$ cat config.mk
export PLATFORM = sky130hd
export DESIGN_NAME = axis_separator_flat
export DESIGN_NICKNAME = d
export VERILOG_FILES = /design/src/rtl/axis_separator_if.sv /design/src/rtl/axis_separator.sv /design/src/flat_wrapper.sv
export SDC_FILE = /design/constraint.sdc
export NUM_CORES = 1
export LEC_CHECK = 0
export ABC_CLOCK_PERIOD_IN_PS = 2600
export CORE_UTILIZATION = 40
export DETAILED_ROUTE_END_ITERATION = 12
export GPL_ROUTABILITY_DRIVEN = 1
export PLACE_DENSITY_LB_ADDON = 0.05
export REMOVE_ABC_BUFFERS = 1
export SLEW_MARGIN = 20
export SYNTH_ARGS = -nofsm -noshare
export SYNTH_HDL_FRONTEND = slang
export SYNTH_SLANG_ARGS = --single-unit
$ cat constraint.sdc
create_clock -name clk -period 2.6 [get_ports clk]
set_input_delay 0.65 -clock clk [delete_from_list [all_inputs] [get_ports clk]]
set_output_delay 0.65 -clock clk [all_outputs]
set_load 0.005 [all_outputs]
$ cat src/rtl/axis_separator_if.sv
// Bundle of the separator's input stream and its two output streams.
// Optional framing signals exist only when AXIS_SEPARATOR_LAST_EN is defined.
interface axis_separator_if #(
  parameter int DATA_WIDTH_0 = 16,
  parameter int DATA_WIDTH_1 = 8
);
  logic                                 input_valid;
  logic [DATA_WIDTH_0+DATA_WIDTH_1-1:0] input_data;
  logic                                 input_ready;
  logic                                 output_0_valid;
  logic [DATA_WIDTH_0-1:0]              output_0_data;
  logic                                 output_0_ready;
  logic                                 output_1_valid;
  logic [DATA_WIDTH_1-1:0]              output_1_data;
  logic                                 output_1_ready;
`ifdef AXIS_SEPARATOR_LAST_EN
  logic                                 input_last;
  logic                                 output_0_last;
  logic                                 output_1_last;
`endif

  // Separator side: consumes the packed stream, produces the two field streams.
  modport slave (
`ifdef AXIS_SEPARATOR_LAST_EN
    input  input_last,
    output output_0_last,
    output output_1_last,
`endif
    input  input_valid,
    input  input_data,
    output input_ready,
    output output_0_valid,
    output output_0_data,
    input  output_0_ready,
    output output_1_valid,
    output output_1_data,
    input  output_1_ready
  );

  // Environment side: producer of packed words and the two consumers.
  modport master (
`ifdef AXIS_SEPARATOR_LAST_EN
    output input_last,
    input  output_0_last,
    input  output_1_last,
`endif
    output input_valid,
    output input_data,
    input  input_ready,
    input  output_0_valid,
    input  output_0_data,
    output output_0_ready,
    input  output_1_valid,
    input  output_1_data,
    output output_1_ready
  );
endinterface

$ cat src/rtl/axis_separator.sv
// axis_separator: splits one packed AXI-Stream word into two independent
// streams. Lower DATA_WIDTH_0 bits go to output 0, the next DATA_WIDTH_1 bits
// to output 1. Each output owns a 2-entry FIFO so consumers can drain at
// different rates; the input stalls only when either FIFO is full.
// Optional framing: define AXIS_SEPARATOR_LAST_EN to carry input_last through
// both FIFOs alongside each field.

// One output lane: 2-entry FIFO with 1-bit wrapping pointers.
module axis_separator_fifo #(
  parameter int W = 8
) (
  input  logic         clk,
  input  logic         rst,
`ifdef AXIS_SEPARATOR_LAST_EN
  input  logic         i_last,
  output logic         o_last,
`endif
  input  logic         i_wr,
  input  logic [W-1:0] i_data,
  input  logic         i_rd_ready,
  output logic         o_valid,
  output logic [W-1:0] o_data,
  output logic [1:0]   o_count
);
  logic [W-1:0] r_mem [2];
  logic         r_wp;
  logic         r_rp;
  logic [1:0]   r_cnt;
  logic         w_rd;

  assign o_valid = (r_cnt != 2'd0);
  assign w_rd    = o_valid && i_rd_ready;
  assign o_data  = r_mem[r_rp];
  assign o_count = r_cnt;

  // Payload storage; not reset since it is only observed while valid.
  // The top never writes while full, so no overflow guard is needed here.
  always_ff @(posedge clk) begin
    if (i_wr) r_mem[r_wp] <= i_data;
  end

  // Pointers and occupancy; reset discards every buffered field at once.
  always_ff @(posedge clk or posedge rst) begin
    if (rst) begin
      r_wp  <= 1'b0;
      r_rp  <= 1'b0;
      r_cnt <= 2'd0;
    end else begin
      if (i_wr) r_wp <= ~r_wp;
      if (w_rd) r_rp <= ~r_rp;
      case ({i_wr, w_rd})
        2'b10:   r_cnt <= r_cnt + 2'd1;
        2'b01:   r_cnt <= r_cnt - 2'd1;
        default: r_cnt <= r_cnt;
      endcase
    end
  end

`ifdef AXIS_SEPARATOR_LAST_EN
  logic r_last [2];

  assign o_last = r_last[r_rp];

  // Frame marker per entry; cleared on reset so stale markers never leak.
  always_ff @(posedge clk or posedge rst) begin
    if (rst) begin
      r_last[0] <= 1'b0;
      r_last[1] <= 1'b0;
    end else if (i_wr) begin
      r_last[r_wp] <= i_last;
    end
  end
`endif
endmodule

module axis_separator #(
  parameter int DATA_WIDTH_0 = 16,
  parameter int DATA_WIDTH_1 = 8
) (
  input  logic             clk,
  input  logic             rst,
  axis_separator_if.slave  bus
);
  logic [1:0] w_cnt_0;
  logic [1:0] w_cnt_1;
  logic       w_in_ready;
  logic       w_accept;

  // Ready comes only from registered occupancy (no path from output readys);
  // held low while reset is asserted.
  assign w_in_ready      = !rst && (w_cnt_0 != 2'd2) && (w_cnt_1 != 2'd2);
  assign bus.input_ready = w_in_ready;
  assign w_accept        = bus.input_valid && w_in_ready;

  axis_separator_fifo #(.W(DATA_WIDTH_0)) u_fifo_0 (
    .clk        (clk),
    .rst        (rst),
`ifdef AXIS_SEPARATOR_LAST_EN
    .i_last     (bus.input_last),
    .o_last     (bus.output_0_last),
`endif
    .i_wr       (w_accept),
    .i_data     (bus.input_data[DATA_WIDTH_0-1:0]),
    .i_rd_ready (bus.output_0_ready),
    .o_valid    (bus.output_0_valid),
    .o_data     (bus.output_0_data),
    .o_count    (w_cnt_0)
  );

  axis_separator_fifo #(.W(DATA_WIDTH_1)) u_fifo_1 (
    .clk        (clk),
    .rst        (rst),
`ifdef AXIS_SEPARATOR_LAST_EN
    .i_last     (bus.input_last),
    .o_last     (bus.output_1_last),
`endif
    .i_wr       (w_accept),
    .i_data     (bus.input_data[DATA_WIDTH_0+DATA_WIDTH_1-1:DATA_WIDTH_0]),
    .i_rd_ready (bus.output_1_ready),
    .o_valid    (bus.output_1_valid),
    .o_data     (bus.output_1_data),
    .o_count    (w_cnt_1)
  );
endmodule
$ cat src/flat_wrapper.sv
// flat-port wrapper written by rule: the top's interface ports become plain ports
module axis_separator_flat 
#(
  parameter int DATA_WIDTH_0 = 16,
  parameter int DATA_WIDTH_1 = 8
)
  (clk, rst, bus_input_valid, bus_input_data, bus_input_ready, bus_output_0_valid, bus_output_0_data, bus_output_0_ready, bus_output_1_valid, bus_output_1_data, bus_output_1_ready);
  axis_separator_if #(.DATA_WIDTH_0(DATA_WIDTH_0), .DATA_WIDTH_1(DATA_WIDTH_1)) bus_i ();
  input  logic clk;
  input  logic rst;
  input wire logic [$bits(bus_i.input_valid)-1:0] bus_input_valid;
  input wire logic [$bits(bus_i.input_data)-1:0] bus_input_data;
  output wire logic [$bits(bus_i.input_ready)-1:0] bus_input_ready;
  output wire logic [$bits(bus_i.output_0_valid)-1:0] bus_output_0_valid;
  output wire logic [$bits(bus_i.output_0_data)-1:0] bus_output_0_data;
  input wire logic [$bits(bus_i.output_0_ready)-1:0] bus_output_0_ready;
  output wire logic [$bits(bus_i.output_1_valid)-1:0] bus_output_1_valid;
  output wire logic [$bits(bus_i.output_1_data)-1:0] bus_output_1_data;
  input wire logic [$bits(bus_i.output_1_ready)-1:0] bus_output_1_ready;
  assign bus_i.input_valid = bus_input_valid;
  assign bus_i.input_data = bus_input_data;
  assign bus_input_ready = bus_i.input_ready;
  assign bus_output_0_valid = bus_i.output_0_valid;
  assign bus_output_0_data = bus_i.output_0_data;
  assign bus_i.output_0_ready = bus_output_0_ready;
  assign bus_output_1_valid = bus_i.output_1_valid;
  assign bus_output_1_data = bus_i.output_1_data;
  assign bus_i.output_1_ready = bus_output_1_ready;
  axis_separator #(.DATA_WIDTH_0(DATA_WIDTH_0), .DATA_WIDTH_1(DATA_WIDTH_1)) u_core (.clk(clk), .rst(rst), .bus(bus_i));
endmodule
* After elaboration in Yosys (flattened, before gate mapping)
Memory sizes are Yosys's and may differ from the RTL's.
Index checks and enable logic that the tools add are counted.
** Operators by class
- Muxes and demuxes :: 4
- Bitwise logic cells :: 4
- Reduce and logical (&&, ||, !) cells :: 10
- Equal/unequal tests :: 6
- Add/subtract/negate cells :: 4
** Operators by type and width (number)
- one-hot mux 2 bit (2 select lines) :: 2
- nonzero test 2 bit :: 4
- logical AND 1 bit :: 5
- adder 2 x 1 -> 2 bit, second input constant :: 2
- == test 2 x 1 -> 1 bit, second input constant :: 2
- == test 2 bit, second input constant :: 2
- != test 2 bit, second input constant :: 2
- NOT 1 bit :: 4
- subtractor 2 x 1 -> 2 bit, second input constant :: 2
- 2-to-1 mux 1 bit :: 2
- zero test 1 bit :: 1
** Word-level totals
- Bits of input ports :: 29
- Memories kept :: 2
- Register bits after elaboration :: 8
- Logic and storage cells :: 36
- RAM bits :: 48
- Output and inout port bits :: 27
** Memories
- u_core.u_fifo_0.r_mem :: words 2, bits a word 16, read ports 1, clocked after memory_dff 0, wr ports 1, line axis_separator.sv:25 : logic [W-1:0] r_mem [2];
- u_core.u_fifo_1.r_mem :: words 2, bits a word 8, read ports 1, clocked after memory_dff 0, wr ports 1, line axis_separator.sv:25

* Longest topological paths before layout
- Depth in word-level cells :: 6
- Mapped depth :: 6
- Depth with buffers taken out :: 6

* By module
A second synthesis with hierarchy kept.
** Unflattened totals
- Cells, all modules :: 113
- Area total of the unflattened synthesis :: 2162.1 um^2
** Modules (own cells, without submodules)
- axis_separator_fifo (u_core.u_fifo_0) :: cells each 67, area an instance 1358.8 um^2, seq. area each 1061.0 um^2, instances 1
- axis_separator_fifo (u_core.u_fifo_1) :: cells each 42, area an instance 770.7 um^2, seq. area each 580.6 um^2, instances 1
- axis_separator :: cells each 4, area an instance 32.5 um^2, seq. area each 0.0 um^2, instances 1

* Worst setup path before layout
Ideal clock, no wire load.
- Path kind :: input -> register
- Start point :: input bus_input_valid
- End point :: memory u_core.u_fifo_0.r_mem[0][0] in the netlist's numbering (enable)
- Path slack :: 279 ps
- Setup time :: 388 ps
- Arrival :: 1932 ps
- Required time :: 2212 ps
- Cell stages on the path :: 3
- Buffers on the path :: 0
- Cell sequence :: or2b_1 a221o_2 nor2_1
** Between the ends
- Longest elaborated chain between the ends :: 3
** Ends and longest elaborated chain
- start: declaration :: line flat_wrapper.sv:11 : input wire logic [$bits(bus_i.input_valid)-1:0] bus_input_valid;
- logical AND 1 bit :: line axis_separator.sv:93 : assign w_accept = bus.input_valid && w_in_ready;
- 2-to-1 mux 1 bit :: line axis_separator.sv:39 : if (i_wr) r_mem[r_wp] <= i_data;
- 2-to-1 mux 1 bit (not written as such) :: line axis_separator.sv:39
- end: declaration :: line axis_separator.sv:25
Every way passes these cells.

* Worst setup path in the final report
- Start point :: input rst
- End point :: output bus_input_ready
** Between the ends
- Longest elaborated chain between the ends :: 3
** Ends and longest elaborated chain
- start: declaration :: line flat_wrapper.sv:10 : input logic rst;
- zero test 1 bit (no source line)
- logical AND 1 bit (2 in a row) :: line axis_separator.sv:91 : assign w_in_ready = !rst && (w_cnt_0 != 2'd2) && (w_cnt_1 != 2'd2);
- end: declaration :: line flat_wrapper.sv:13 : output wire logic [$bits(bus_i.input_ready)-1:0] bus_input_ready;
Every way passes these cells.

==> flow_summary.ini <==
[placed_design]
globalplace.congestion = 0.626
hpwl_mm = 2.47
io_buffers = 55

[power_and_ir_drop]
p_leak_nw = 1.02
power_w = 0.00265
vdd_drop_max_mv = 0.474
pwr_density_cell_nw_per_um2 = 914

[sta]
fin_crit_ps = 2510
rsz0062_at_grt = false
clock.fmax_mhz = 399
slew_headroom_pct = 73.3
worst_clock_skew_ps = 7.09
holdWs_ps = 498
hold_violations = 0
worst-slew-pin-transition_ps = 401
period_share_pct = 96.4
drv_slew = 0
finalSetupViolCount = 0
setup_tns_ps = 0

[die]
die-area_um2 = 5640
rows = 26
core_um2 = 5140
io_pins = 56
die_w_um = 75.1
start_util_pct = 41.6
die_h_um = 75.1

[yosys]
yosys.area_share.simple_pct = 2.81
synth_cell_type_count = 16
synth_seq_area_share_pct = 76.8
syn-cell-area_um2 = 2140
ys_seq_elements = 56
synth_mux_area_share_pct = 12.6
synth_xor_area_share_pct = 4.10
syn_avg_cell_area_um2 = 19.3
synthAdderAreaFrac_pct = 1.17
synth_top_family_by_area = multiplexers
synth_compound_area_share_pct = 1.23
synthCells = 111
yosys_warnings = 0

[drt]
drtAntennaViolNets = 0
drtIter0Drc = 53
routed_via_density = 4.55
wl_per_cell_um = 13.8
wl_mm = 3.42
dr.pass1.iters = 4
drc = 0
num_vias = 1123

[global_routing]
grt_max_degree = 18
grt_antenna_before_repair = 0
grt_remaining_overflow = 0
grt_use_met1_pct = 12.9
grt_pass1_vias = 1172
grt_usage_pct = 13.1
use_met3_pct = 4.95
use_met2_pct = 25.0
busiest_layer = met2
grt_pass1_wl_mm = 5.19

[clock_network]
postCtsSetupBuffers = 0
cts-root-buf = clkbuf_8
cts_tree = done
cts_buffers = 5
hold_buffers = 0
post_cts_resized = 0
cts_buffer_depth = 2
clk_latency_ps = 300
clk_pin_slew_ps = 90
h-tree-depth = 2
clock_sinks = 56

[cells_and_area]
antenna_cells = 0
drive_above_1_share_pct = 23.7
final_nets = 207
area_growth_syn_to_layout_pct = 35.8

[worst_setup_path]
regToRegEndpoint = u_core.u_fifo_1.r_mem[1][6]
r2r_cells = 4
rrSetupSlack_ps = 920
start_kind = input pin
required_ps = 1950
crit_start = rst
crit_path_end_kind = output pin
critPathMaxFanout = 3
critPathKind = input pin to output pin
critPathCapture = bus_input_ready
r2r_start = u_core.u_fifo_1.o_count[0]
arrival_ps = 1860

[min_path]
min_from = u_core.u_fifo_1.r_wp
holdPathStages = 1
hp-class = register to register

[run]
cap_violations = 0

[status]
status = finished clean
## per-layer routing
layer / vias to the layer above / share of wire (%)
met2: 34 / 54
li1: 541 / -
met3: 6 / 6.5
met5: - / 0
met1: 542 / 38
met4: 0 / 1.3
## kinds of logic (layout without fill, tap and decap cells)
group / Yosys count / after routing
mux: 24 / 24
simple gates: 11 / 11
flops: 56 / 56
fa+ha+maj: 2 / 2
compound gates: 2 / 2
xor+xnor: 10 / 10
buf+inv: 6 / 72
## report_power, final
group,internal (W),switching (W)
sequential,0.00115,0.000132
combinational,0.000612,0.000308
clock,0.000189,0.000262
total,0.00195,0.000701
## cell type report
type / instances / area, µm²
Inverter: 3 / 11.3
Clock buffer: 6 / 72.6
Fill cell: 460 / 2240
Sequential cell: 56 / 1640
Timing Repair Buffer: 61 / 608
Tap cell: 70 / 87.6
Multi-Input combinational cell: 49 / 469
Clock inverter: 2 / 12.5
## cells in the mapped netlist
| master | count | area (µm²) |
|---|---|---|
| and2_1 | 2 | 12.5 |
| a221o_2 | 1 | 11.3 |
| ha_1 | 2 | 25.0 |
| inv_2 | 1 | 3.75 |
| and3_1 | 2 | 12.5 |
| buf_2 | 3 | 15.0 |
| inv_1 | 2 | 7.51 |
| mux2_2 | 24 | 270 |
| edfxtp_1 | 48 | 1440 |
| xor2_1 | 4 | 35.0 |
| or2_2 | 2 | 12.5 |
| a221oi_2 | 1 | 15.0 |
| xnor2_1 | 6 | 52.6 |
| dfrtp_1 | 8 | 200 |
| nor2_1 | 4 | 15.0 |
| or2b_1 | 1 | 7.51 |
## worst min-delay path by stage
| stage | end | slack (ps) |
|---|---|---|
| 6_report | u_core.u_fifo_1.r_wp | 500 |
| 5_1_grt | u_core.u_fifo_1.r_wp | 520 |
| 4_1_cts | u_core.u_fifo_1.r_wp | 500 |
| 3_5_place_dp | u_core.u_fifo_1.r_wp | 490 |
| 3_3_place_gp | u_core.u_fifo_1.r_wp | 470 |
| 2_1_floorplan | u_core.u_fifo_1.r_wp | 460 |
## registers in the layout, summed over array words and instances, names as in the netlist
name and count:
u_core.u_fifo_0.o_count 2, u_core.u_fifo_0.r_wp 1, u_core.u_fifo_0.r_rp 1, u_core.u_fifo_1.r_wp 1, u_core.u_fifo_0.r_mem 32, u_core.u_fifo_1.r_mem 16, u_core.u_fifo_1.r_rp 1, u_core.u_fifo_1.o_count 2
## cell usage in the layout, fill, tap and decap left out, drive strengths merged, types with 3 or more instances in the layout
cell type / count
xnor2: 6
dfrtp: 8
mux2: 24
edfxtp: 48
clkbuf: 6
nor2: 4
inv: 3
clkdlybuf4s50: 55
xor2: 4
buf: 6
## per-stage QoR
step           setup WS (ps)  util, %  area, µm²  cells
2_1_floorplan            279        -       2120    108
3_3_place_gp             106     54.8       2820    239
3_5_place_dp            90.4     54.8       2820    239
4_1_cts                 68.1     56.5       2900    247
5_1_grt                 27.9     56.5       2900    247
6_report                93.7     56.5       2900    247
## worst max-delay path, stage by stage
cell and delay (ps):
clkdlybuf4s50_1 450, a221oi_2 210, clkdlybuf4s50_1 550
No activity file was read; power rests on OpenSTA's default activity.
